===== src/rtl/tile_pattern_generator.sv =====
// tile_pattern_generator
//
// Raster-order RGB test-pattern source with a valid/ready handshake. One
// 24-bit pixel {R,G,B} is presented per accepted handshake. Four pattern
// modes are available: a two-by-two tile checkerboard, four-colour vertical
// bars, a solid colour, and an x/y/frame gradient. The palette can be
// inverted periodically every INVERT_PERIOD frames.
//
// Ports
//   clock        in   1   single clock, all logic on the rising edge
//   reset        in   1   synchronous, active-high
//   Mode         in   2   pattern select, sampled only at frame start
//   VideoReady   in   1   sink accepts the current pixel this cycle
//   VideoValid   out  1   Video holds a valid pixel
//   Video        out  24  pixel {R[7:0],G[7:0],B[7:0]}
//   StartOfFrame out  1   high while pixel (0,0) is presented      (optional)
//   EndOfLine    out  1   high while the last pixel of a line is shown (optional)
//
// Build option
//   PATGEN_SYNC_FLAGS_EN : when defined, adds the StartOfFrame and EndOfLine
//                          outputs. When undefined they do not exist.

module tile_pattern_generator #(
    parameter int          WIDTH         = 800,
    parameter int          HEIGHT        = 600,
    parameter int          TILE_W        = 64,
    parameter int          TILE_H        = 32,
    parameter int          INVERT_PERIOD = 72,
    parameter logic [23:0] COLOR0        = 24'h00CC00,
    parameter logic [23:0] COLOR1        = 24'h00CCCC,
    parameter logic [23:0] COLOR2        = 24'hFF9A26,
    parameter logic [23:0] COLOR3        = 24'h9D26FF
) (
    input  logic        clock,
    input  logic        reset,
    input  logic [1:0]  Mode,
    input  logic        VideoReady,
    output logic        VideoValid,
    output logic [23:0] Video
`ifdef PATGEN_SYNC_FLAGS_EN
    ,
    output logic        StartOfFrame,
    output logic        EndOfLine
`endif
);

    // Coordinates are at least 8 bits wide so the gradient can always take
    // the low byte, even for tiny frame sizes.
    localparam int XW  = ($clog2(WIDTH)  > 8) ? $clog2(WIDTH)  : 8;
    localparam int YW  = ($clog2(HEIGHT) > 8) ? $clog2(HEIGHT) : 8;
    localparam int TXW = (TILE_W > 1) ? $clog2(TILE_W) : 1;
    localparam int TYW = (TILE_H > 1) ? $clog2(TILE_H) : 1;
    localparam int IW  = (INVERT_PERIOD > 1) ? $clog2(INVERT_PERIOD + 1) : 1;

    localparam logic [XW-1:0]  X_LAST  = XW'(WIDTH - 1);
    localparam logic [YW-1:0]  Y_LAST  = YW'(HEIGHT - 1);
    localparam logic [TXW-1:0] TX_LAST = TXW'(TILE_W - 1);
    localparam logic [TYW-1:0] TY_LAST = TYW'(TILE_H - 1);
    localparam logic [IW-1:0]  INV_LAST = IW'(INVERT_PERIOD - 1);

    typedef enum logic [1:0] {
        MODE_CHECKER  = 2'd0,
        MODE_BARS     = 2'd1,
        MODE_SOLID    = 2'd2,
        MODE_GRADIENT = 2'd3
    } modeT;

    logic [XW-1:0]  x,        nextX;
    logic [YW-1:0]  y,        nextY;
    logic [TXW-1:0] tx,       nextTx;
    logic [TYW-1:0] ty,       nextTy;
    logic           col,      nextCol;
    logic           row,      nextRow;
    logic [1:0]     bar,      nextBar;
    logic [15:0]    frame,    nextFrame;
    logic [IW-1:0]  invCount, nextInvCount;
    logic           inverted, nextInverted;
    modeT           modeLatched, nextMode;
    logic [23:0]    nextVideo;
    logic           accept;
    logic           lineWrap;
    logic           frameWrap;

    // Palette lookup with optional inversion of every entry.
    function automatic logic [23:0] paletteColor(input logic [1:0] idx, input logic inv);
        logic [23:0] c;
        c = COLOR0;
        case (idx)
            2'd0:    c = COLOR0;
            2'd1:    c = COLOR1;
            2'd2:    c = COLOR2;
            default: c = COLOR3;
        endcase
        return inv ? ~c : c;
    endfunction

    // Next raster/tile/frame state. Counters only advance on an accepted
    // pixel; while the output is stalled (or not yet valid) everything holds,
    // so recomputing the pixel from the held state leaves Video unchanged.
    // The mode is re-sampled while the output is not yet valid (reset
    // release) and on the frame wrap, so it is constant across a frame.
    always_comb begin
        accept       = VideoValid && VideoReady;
        lineWrap     = (x == X_LAST);
        frameWrap    = accept && lineWrap && (y == Y_LAST);
        nextX        = x;
        nextY        = y;
        nextTx       = tx;
        nextTy       = ty;
        nextCol      = col;
        nextRow      = row;
        nextBar      = bar;
        nextFrame    = frame;
        nextInvCount = invCount;
        nextInverted = inverted;
        nextMode     = (!VideoValid || frameWrap) ? modeT'(Mode) : modeLatched;

        if (accept) begin
            if (lineWrap) begin
                nextX   = '0;
                nextTx  = '0;
                nextCol = 1'b0;
                nextBar = 2'd0;
                if (y == Y_LAST) begin
                    nextY     = '0;
                    nextTy    = '0;
                    nextRow   = 1'b0;
                    nextFrame = frame + 16'd1;
                    if (INVERT_PERIOD != 0) begin
                        if (invCount == INV_LAST) begin
                            nextInvCount = '0;
                            nextInverted = ~inverted;
                        end else begin
                            nextInvCount = invCount + 1'b1;
                        end
                    end
                end else begin
                    nextY = y + 1'b1;
                    if (ty == TY_LAST) begin
                        nextTy  = '0;
                        nextRow = ~row;
                    end else begin
                        nextTy = ty + 1'b1;
                    end
                end
            end else begin
                nextX = x + 1'b1;
                if (tx == TX_LAST) begin
                    nextTx  = '0;
                    nextCol = ~col;
                    nextBar = bar + 2'd1;
                end else begin
                    nextTx = tx + 1'b1;
                end
            end
        end
    end

    // Pixel colour for the next counter state, so the registered Video moves
    // together with x/y.
    always_comb begin
        nextVideo = '0;
        unique case (nextMode)
            MODE_CHECKER:  nextVideo = paletteColor({nextRow, nextCol}, nextInverted);
            MODE_BARS:     nextVideo = paletteColor(nextBar, nextInverted);
            MODE_SOLID:    nextVideo = paletteColor(2'd0, nextInverted);
            MODE_GRADIENT: nextVideo = {nextX[7:0], nextY[7:0], nextFrame[7:0]};
        endcase
    end

    // State and output registers. Reset parks everything at the origin with
    // the output invalid; the first non-reset edge raises VideoValid and
    // presents pixel (0,0) for the freshly sampled mode.
    always_ff @(posedge clock) begin
        if (reset) begin
            x           <= '0;
            y           <= '0;
            tx          <= '0;
            ty          <= '0;
            col         <= 1'b0;
            row         <= 1'b0;
            bar         <= 2'd0;
            frame       <= '0;
            invCount    <= '0;
            inverted    <= 1'b0;
            modeLatched <= modeT'(Mode);
            VideoValid  <= 1'b0;
            Video       <= '0;
        end else begin
            x           <= nextX;
            y           <= nextY;
            tx          <= nextTx;
            ty          <= nextTy;
            col         <= nextCol;
            row         <= nextRow;
            bar         <= nextBar;
            frame       <= nextFrame;
            invCount    <= nextInvCount;
            inverted    <= nextInverted;
            modeLatched <= nextMode;
            VideoValid  <= 1'b1;
            Video       <= nextVideo;
        end
    end

`ifdef PATGEN_SYNC_FLAGS_EN
    // Frame/line markers registered alongside Video from the same next state.
    always_ff @(posedge clock) begin
        if (reset) begin
            StartOfFrame <= 1'b0;
            EndOfLine    <= 1'b0;
        end else begin
            StartOfFrame <= (nextX == '0) && (nextY == '0);
            EndOfLine    <= (nextX == X_LAST);
        end
    end
`endif

endmodule


===== config.mk =====
export PLATFORM = sky130hd
export DESIGN_NAME = tile_pattern_generator
export DESIGN_NICKNAME = d
export VERILOG_FILES = /design/src/rtl/tile_pattern_generator.sv
export SDC_FILE = /design/constraint.sdc
export NUM_CORES = 1
export LEC_CHECK = 0
export BUFFER_PORTS_ARGS = -buffer_cell sky130_fd_sc_hd__buf_2
export CORE_ASPECT_RATIO = 1.1
export CORE_MARGIN = 2
export CORE_UTILIZATION = 60
export CTS_CLUSTER_SIZE = 40
export DETAILED_ROUTE_END_ITERATION = 12
export PLACE_DENSITY = 0.83
export SLEW_MARGIN = 20
export SYNTH_ARGS = -nofsm -noshare
export SYNTH_HDL_FRONTEND = slang
export SYNTH_SLANG_ARGS = --single-unit

===== constraint.sdc =====
create_clock -name clock -period 5.8 [get_ports clock]
set_clock_uncertainty 0.05 [all_clocks]
set_input_delay 0.58 -clock clock [delete_from_list [all_inputs] [get_ports clock]]
set_output_delay 0.58 -clock clock [all_outputs]
set_load 0.02 [all_outputs]

=== Word level (Yosys, flattened, before mapping) ===
Index checks and enable logic that the tools add are counted.

* Register bits: 86
* Input bits: 5
* Output and inout bits: 25
* Word-level logic and storage cells: 90

* Add/subtract/negate cells: 7
* Equality and inequality tests: 12
* Multiplexer cells: 39
* Bitwise logic cells: 6
* Reduce and logical (&&, ||, !) cells: 10

{| class="wikitable"
|+ Operators by type and width
! operator !! count
|-
| two-way mux 24 bit || 6
|-
| one-hot mux 24 bit (3 select lines) || 2
|-
| one-hot mux 24 bit (4 select lines) || 1
|-
| inverter 24 bit || 3
|-
| two-way mux 8 bit || 6
|-
| adder 10 x 1 -> 10 bit, second input constant || 2
|-
| == test 10 bit, second input constant || 2
|-
| two-way mux 10 bit || 2
|-
| adder 16 x 1 -> 16 bit, second input constant || 1
|-
| two-way mux 1 bit || 12
|-
| two-way mux 6 bit || 2
|-
| two-way mux 2 bit || 5
|-
| two-way mux 5 bit || 2
|-
| == test 2 bit, second input constant || 4
|-
| adder 7 x 1 -> 7 bit, second input constant || 1
|-
| == test 7 bit, second input constant || 1
|-
| two-way mux 7 bit || 1
|-
| adder 6 x 1 -> 6 bit, second input constant || 1
|-
| == test 2 x 1 -> 1 bit, second input constant || 3
|-
| == test 6 bit, second input constant || 1
|-
| logical NOT 2 bit || 3
|-
| adder 5 x 1 -> 5 bit, second input constant || 1
|-
| == test 5 bit, second input constant || 1
|-
| logical AND 1 bit || 3
|-
| other kinds (6) || 8
|}

=== Depth between registers and ports, before layout ===
Gate-level depths: netlist of run 1.

* Depth in word-level cells: 11
* Gate-level depth with buffers: 10
* Gate-level depth less buffers: 8

=== Worst setup path before layout of run 1 ===
Ideal clock, no wire load.

* Kind: reg-to-reg
* Start: register VideoValid
* End: register Video[12]
* Data arrival time: 2.501 ns
* Required time: 5.608 ns
* Path slack: 3.107 ns
* Cell stages (with the launch flop): 9
* Path buffers: 1
* Path through: dfxtp_1 -> nand4_1 -> or3_1 -> buf_6 -> o21ai_4 -> mux2_4 -> and3_1 -> o31ai_1 -> a31oi_1

* Longest elaborated chain between the ends: 8
* Elaborated cells between the ends (all ways): 31

{| class="wikitable"
|+ Ends and longest elaborated chain
! what !! RTL line !! text
|-
| start: declaration || 38 || <nowiki>output logic VideoValid,</nowiki>
|-
| start signal: assignment || 187 || <nowiki>VideoValid <= 1'b0;</nowiki>
|-
| start signal: assignment || 201 || <nowiki>VideoValid <= 1'b1;</nowiki>
|-
| logical AND 1 bit || 103 || <nowiki>accept = VideoValid && VideoReady;</nowiki>
|-
| two-way mux 2 bit or two-way mux 1 bit (tied branches) || 118 || <nowiki>if (accept) begin</nowiki>
|-
| == test 2 bit (tied with other cells) || 88 || <nowiki>case (idx)</nowiki>
|-
| one-hot mux 24 bit (3 select lines) || 88 ||
|-
| two-way mux 24 bit || 163 || <nowiki>unique case (nextMode)</nowiki>
|-
| inverter 24 bit || 94 || <nowiki>return inv ? ~c : c;</nowiki>
|-
| two-way mux 24 bit || 94 ||
|-
| one-hot mux 24 bit (4 select lines) * || 163 ||
|-
| end signal: assignment || 202 || <nowiki>Video <= nextVideo;</nowiki>
|-
| end: declaration || 39 || <nowiki>output logic [23:0] Video</nowiki>
|}

Mark *: on every way between the ends. The rest lies on a longest branch, timed or not. The select of a mux whose other input is x is not followed.
A chain may end at the register's enable or synchronous reset.

=== Worst setup path after layout of run 1 ===
* Start: register x[0]
* End: register Video[12]

* Longest elaborated chain between the ends: 9
* Elaborated cells between the ends (all ways): 35

{| class="wikitable"
|+ Ends and longest elaborated chain
! what !! RTL line !! text
|-
| start: declaration || 68 || <nowiki>logic [XW-1:0] x, nextX;</nowiki>
|-
| start signal: assignment || 190 || <nowiki>x <= nextX;</nowiki>
|-
| == test 10 bit * || 104 || <nowiki>lineWrap = (x == X_LAST);</nowiki>
|-
| two-way mux 2 bit or two-way mux 1 bit (tied branches) || 119 || <nowiki>if (lineWrap) begin</nowiki>
|-
| two-way mux 2 bit or two-way mux 1 bit (tied branches) || 118 ||
|-
| == test 2 bit (tied with other cells) || 88 ||
|-
| one-hot mux 24 bit (3 select lines) || 88 ||
|-
| two-way mux 24 bit || 163 ||
|-
| inverter 24 bit || 94 ||
|-
| two-way mux 24 bit || 94 ||
|-
| one-hot mux 24 bit (4 select lines) * || 163 ||
|}

Marked as above.

==> metrics.txt, run 1 <==
Die H 86.2 µm; initial antenna violation count 0; sw frac 24.9%; IO buf count 29; RSZ-0062 raised after global routing no; Final Slew Violations 0; Detail Route Antenna Nets 0; Skew-Pair Late Insertion Delay 350 ps; post-synthesis adder-cell area fraction 2.38%; CTS tree yes; type of the tightest min-delay check reg2reg; first-pass iteration count of the detailed router 5; fmax 301 MHz; first-pass GRT wire length 13.8 mm; Startpoint Class flop; Mapped Nets 441; grt ovf 0; CP max FO 18; drt total wl 8.21 mm; Max transition margin 38.1%; Post-Place Cell Area 3850 µm²; complex-gate fraction of the synthesized area 13.4%; critical path class reg2reg; final hold vios 0; Syn Area/Cell 8.59 µm²; Total Power 962 µW; Post-CTS Setup Inserts 0; CTS root buf clkbuf_8; synthesized-area fraction occupied by and/or/nand/nor cells 27.6%; VDD IR max 0.223 mV; Ant. Diodes 0; GRT Resource Usage Total 26.3%; Clock Sinks 78; synthesized area 3680 µm²; CTS clk-pin slew, worst paths 80 ps; Post-CTS Hold Buffers 0; R2R cell count 8; final setup margin 2480 ps; mux contribution to synthesized area 2.48%; Crit path largest cell delay 710 ps; Die Width 78.7 µm; Critical Path Slowest Stage Cell or3_1; Leak 1.56 nW; post-CTS sizing 0; Synth Instances 429; post-synthesis xor/xnor area fraction 8.76%; CTS Buf Count 9; WP data arrival 3470 ps; Top-Level Pins 30; largest net degree at the start of global routing 50; FP Rows 29; Reg2Reg Capture Point Video[12]; DR iter-0 viols 140; FFs w/ async S/R, synth 0%; setup slack at placement 2440 ps; worst hold path endpoint ty[3]; Netlist cell types 61; Cell Pwr Density 239 nW/µm²; Net Sw Power 239 µW; cell-internal power 723 µW; post-route setup TNS 0 ps; core area 5840 µm²; CTS HTree Levels 3; largest family of logic cells by synthesized area simple AND/OR/NAND/NOR gates; CP Data Required Time 5940 ps; final worst-path cycle share 57.3%; worst reg-to-reg setup slack 2480 ps; post-DR wirelength/cell 15.3 µm; Setup crit end kind flop; Reg-to-Reg Start x[0]; fin area 4030 µm²; worst hold stages 2; utilization after layout 69.0%; Clock power frac 37.4%; vias in the first global route 3,084; Flop pwr share 56.7%; Synth Register Bits 78; Final Wtd Congestion 0.938; Final min period 3320 ps; Die Area 6780 µm²; Worst Tran Pin Value 929 ps; fin nets 467; Post-synth EDFFs 0; Initial Util 63.1%; Max Cap Viol 0; vias per cell 5.98; vias post-DR 3,211; Seq/Total Area, Yosys 42.4%; YS warnings 0; drt drc 0; crit path cell chain ha_1, nand4_1, or3_1, o21ai_4, mux2i_1, nor3_1, o31ai_1, a31oi_1; layout cells sized above 1 13.7%; hold path start ty[3]; CTS max path bufs 2; count of endpoints failing setup in the final report 0; power share of the combinational group 5.9%; status finished clean; hpwl dp 5.84 mm; Post-synth top flop dfxtp_1; Area growth syn-to-layout 9.44%
-- metrics by stage --
step	instances	hold WS, ps
floorplan	429	399
global placement	521	409
detailed placement	521	423
CTS	537	441
global route	537	455
finish	537	444
-- per-layer routing --
metal  wire (µm)  global-route usage, %
met1        3580                   32.6
met2        3820                   41.3
met3         549                   7.29
met4         265                   14.8
met5           0                      0
-- worst max-delay path, delay by kind of cell, from the launching register on --
kind / cells / cell delay [ps]
flops: 1 / 380
fa+ha+maj: 1 / 210
simple gates: 3 / 990
compound gates: 3 / 1000
mux: 1 / 530
-- logic make-up (layout without fill, tap and decap cells) --
logic type | Yosys count | in the layout
AO/OA/AOI/OAI | 76 | 76
multiplexers | 8 | 8
buffers and inverters | 23 | 54
adder cells (fa/ha/maj) | 7 | 7
AND/OR/NAND/NOR | 201 | 201
flip-flops | 78 | 78
XOR/XNOR | 36 | 36
-- power groups by stage --
stage / combinational (mW) / clock [mW] / sequential, mW
after CTS: 0.0554 / 0.366 / 0.546
after global routing: 0.0615 / 0.389 / 0.547
final: 0.0566 / 0.360 / 0.546
after floorplan: 0.0375 / 0 / 0.564
after detailed placement: 0.0553 / 0 / 0.559
after global placement: 0.0544 / 0 / 0.558
-- cell type report --
cell class,count,area (µm²)
multi-input combinational,328,2020
fill,482,1810
sequential,78,1560
timing repair buffer,30,153
clock buffer,10,138
tap,77,96.3
clock inverter,6,37.5
inverter,8,30.0
-- sequential cells by signal, summed over array words and instances (netlist names) --
register / count
VideoValid: 1
frame: 8
y: 10
row: 1
invCount: 7
modeLatched: 2
inverted: 1
Video: 24
col: 1
bar: 2
ty: 5
tx: 6
x: 10
-- worst max-delay path by stage --
stage / from / end / slack (ps)
2_1_floorplan: VideoValid / Video[12] / 3110
3_3_place_gp: VideoReady / Video[12] / 2530
3_5_place_dp: VideoReady / Video[21] / 2440
4_1_cts: x[0] / Video[21] / 2540
5_1_grt: x[0] / Video[5] / 2160
6_report: x[0] / Video[12] / 2480
-- cells in the final DEF, fill, tap and decap left out, types with 4 or more instances in the layout --
cell,count
a21oi_1,32
clkbuf_8,10
dfxtp_1,78
ha_1,7
xor2_1,18
nand2_1,44
o21ai_0,11
nor3_1,24
or3_1,5
nand4_1,7
inv_1,7
nand3_1,21
nor2b_1,4
xnor2_1,17
buf_2,29
and3_1,8
mux2i_1,5
nor4_1,6
a31oi_1,5
nor2_1,54
-- Yosys cell counts, types with 3 or more instances --
| cell type | count | share of area, % |
|---|---|---|
| a21oi_1 | 32 | 4.3 |
| a22oi_1 | 3 | 0.61 |
| a311o_1 | 3 | 0.82 |
| a31oi_1 | 5 | 0.85 |
| and2_1 | 3 | 0.51 |
| and3_1 | 8 | 1.4 |
| clkbuf_1 | 10 | 1.0 |
| dfxtp_1 | 78 | 42 |
| ha_1 | 7 | 2.4 |
| inv_1 | 7 | 0.71 |
| mux2i_1 | 5 | 1.4 |
| nand2_1 | 44 | 4.5 |
| nand3_1 | 21 | 2.9 |
| nand3b_1 | 3 | 0.61 |
| nand4_1 | 7 | 1.2 |
| nor2_1 | 54 | 5.5 |
| nor2b_1 | 4 | 0.68 |
| nor3_1 | 24 | 3.3 |
| nor4_1 | 6 | 1.0 |
| nor4b_1 | 3 | 0.71 |
| o211ai_1 | 3 | 0.61 |
| o21a_1 | 3 | 0.61 |
| o21ai_0 | 11 | 1.5 |
| o31ai_1 | 3 | 0.61 |
| or2_2 | 3 | 0.51 |
| or3_1 | 5 | 0.85 |
| or4_1 | 3 | 0.61 |
| xnor2_1 | 17 | 4.0 |
| xor2_1 | 18 | 4.3 |
Power figures use the tool's default switching activity.
==> inputs of run 2 (changes only) <==
CORE_UTILIZATION = 59   (was 60)
PLACE_DENSITY = 0.82   (was 0.83)
clock period = 3.19 ns   (was 5.8 ns; I/O delays follow)
==> run 2 against run 1 <==
Effect of this change: wire length up 6.7%; utilization is 1.9 points lower; critical path depth unchanged; power rose by 77%; largest cell class unchanged.
==> metrics.txt, run 2 (synthesized netlist as in run 1, its figures left out) <==
Post-CTS Setup Inserts 0; crit path cell chain ha_1, nand4_1, or3_1, o21ai_4, mux2_4, and3_1, o31ai_1, a31oi_1; Detail Route Antenna Nets 0; DR iter-0 viols 160; vias per cell 6.04; fmax 332 MHz; Critical Path Slowest Stage Cell o31ai_1; count of endpoints failing setup in the final report 0; Setup crit end kind flop; power share of the combinational group 6.8%; biggest regs Video (24), x (10), y (10); final setup margin 180 ps; CP max FO 18; drt total wl 8.75 mm; Max Cap Viol 0; CTS HTree Levels 3; grt ovf 0; Final Slew Violations 0; fill cell count 501; vias post-DR 3,329; most common cell after layout, fill and taps aside dfxtp_1; crit path from x[0]; Final Instance Count excl. Fillers 551; Total Power 1.70 mW; post-DR wirelength/cell 15.9 µm; max FFs per register 24; CP Data Required Time 3340 ps; IO buf count 29; hpwl dp 6.31 mm; Top-Level Pins 30; worst path buffer plus inverter count 0; final hold vios 0; Reg2Reg Capture Point Video[22]; dpl cells 538; Flop pwr share 58.3%; worst reg-to-reg setup slack 180 ps; Net Sw Power 413 µW; Initial Util 60.2%; GRT Resource Usage Total 26.8%; Cell Pwr Density 415 nW/µm²; CTS tree yes; initial antenna violation count 0; Top reg by flops Video; Setup crit end Video[22]; Die Width 79.3 µm; setup slack at placement 237 ps; CTS Buf Count 9; vias in the first global route 3,122; Reg-to-Reg Start x[0]; critical path class reg2reg; stages on the worst setup path 8; largest net degree at the start of global routing 32; Top delay family on crit path compound AO/OA/AOI/OAI gates; R2R cell count 8; CTS root buf clkbuf_8; Die H 86.9 µm; status finished clean; core area 6120 µm²; Ant. Diodes 0; Skew-Pair Late Insertion Delay 340 ps; most frequent cells in the layout dfxtp_1, nor2_1, nand2_1; VDD IR max 0.273 mV; Die Area 6890 µm²; CTS max path bufs 2; drt drc 0; Clock Sinks 78; type of the tightest min-delay check in2reg; post-route setup TNS 0 ps; fin nets 481; Crit path largest cell delay 500 ps; Leak 1.62 nW; CTS clk-pin slew, worst paths 70 ps; Worst Tran Pin Value 704 ps; WP data arrival 3160 ps; post-CTS sizing 0; Post-CTS Hold Buffers 0; Final min period 3010 ps; Final Wtd Congestion 0.920; cell-internal power 1.29 mW; Startpoint Class flop; RSZ-0062 raised after global routing no; first-pass GRT wire length 14.4 mm; Clock power frac 34.9%; FP Rows 30; first-pass iteration count of the detailed router 5; Area growth syn-to-layout 11.4%; final worst-path cycle share 94.3%; sw frac 24.3%; Max transition margin 52.7%; layout cells sized above 1 15.3%; final hold slack 199 ps
==> run 2: tightest hold or removal path: cells and delay by family <==
family	cells	cell delay, ps
buffers and inverters	2	180
AOI/OAI and AO/OA	1	50
==> run 2: worst min path at each step <==
stage / from / endpoint / slack, ps / depth (start not counted)
after floorplan: reset / VideoValid / 390 / 1
after global placement: invCount[1] / invCount[1] / 410 / 2
after detailed placement: invCount[1] / invCount[1] / 430 / 2
after CTS: Mode[1] / modeLatched[1] / 190 / 3
after global routing: Mode[1] / modeLatched[1] / 200 / 3
final: Mode[1] / modeLatched[1] / 200 / 3
==> run 2: through the flow <==
step / util [%] / cell area [µm²]
finish: 67.1 / 4100
global route: 67.1 / 4100
CTS: 67.1 / 4100
detailed placement: 64.7 / 3960
global placement: 64.7 / 3960
floorplan: - / 3680
==> run 2: power groups by stage <==
stage	registers (mW)	clock network, mW	logic, mW
after detailed placement	1.01	0	0.113
after global routing	0.993	0.642	0.124
after global placement	1.01	0	0.110
final	0.992	0.595	0.116
after floorplan	1.02	0	0.0682
after CTS	0.992	0.605	0.114
==> run 2: final cells by class <==
type / instances / area, µm² / share of cell area, %
clock buffer: 10 / 128 / 3.11
clock inverter: 3 / 15.0 / 0.366
inverter: 8 / 30.0 / 0.732
multi-input combinational: 328 / 2010 / 49.0
sequential: 78 / 1560 / 38.0
tap: 80 / 100 / 2.44
timing repair buffer: 44 / 258 / 6.28
==> run 2: per-layer routing <==
layer	share of wire, %	track usage, %	vias to the layer above
met5	0	0	-
met4	1.9	11.3	0
met3	6.2	5.08	13
met2	50	45.5	137
met1	42	33.3	1575
li1	-	-	1604
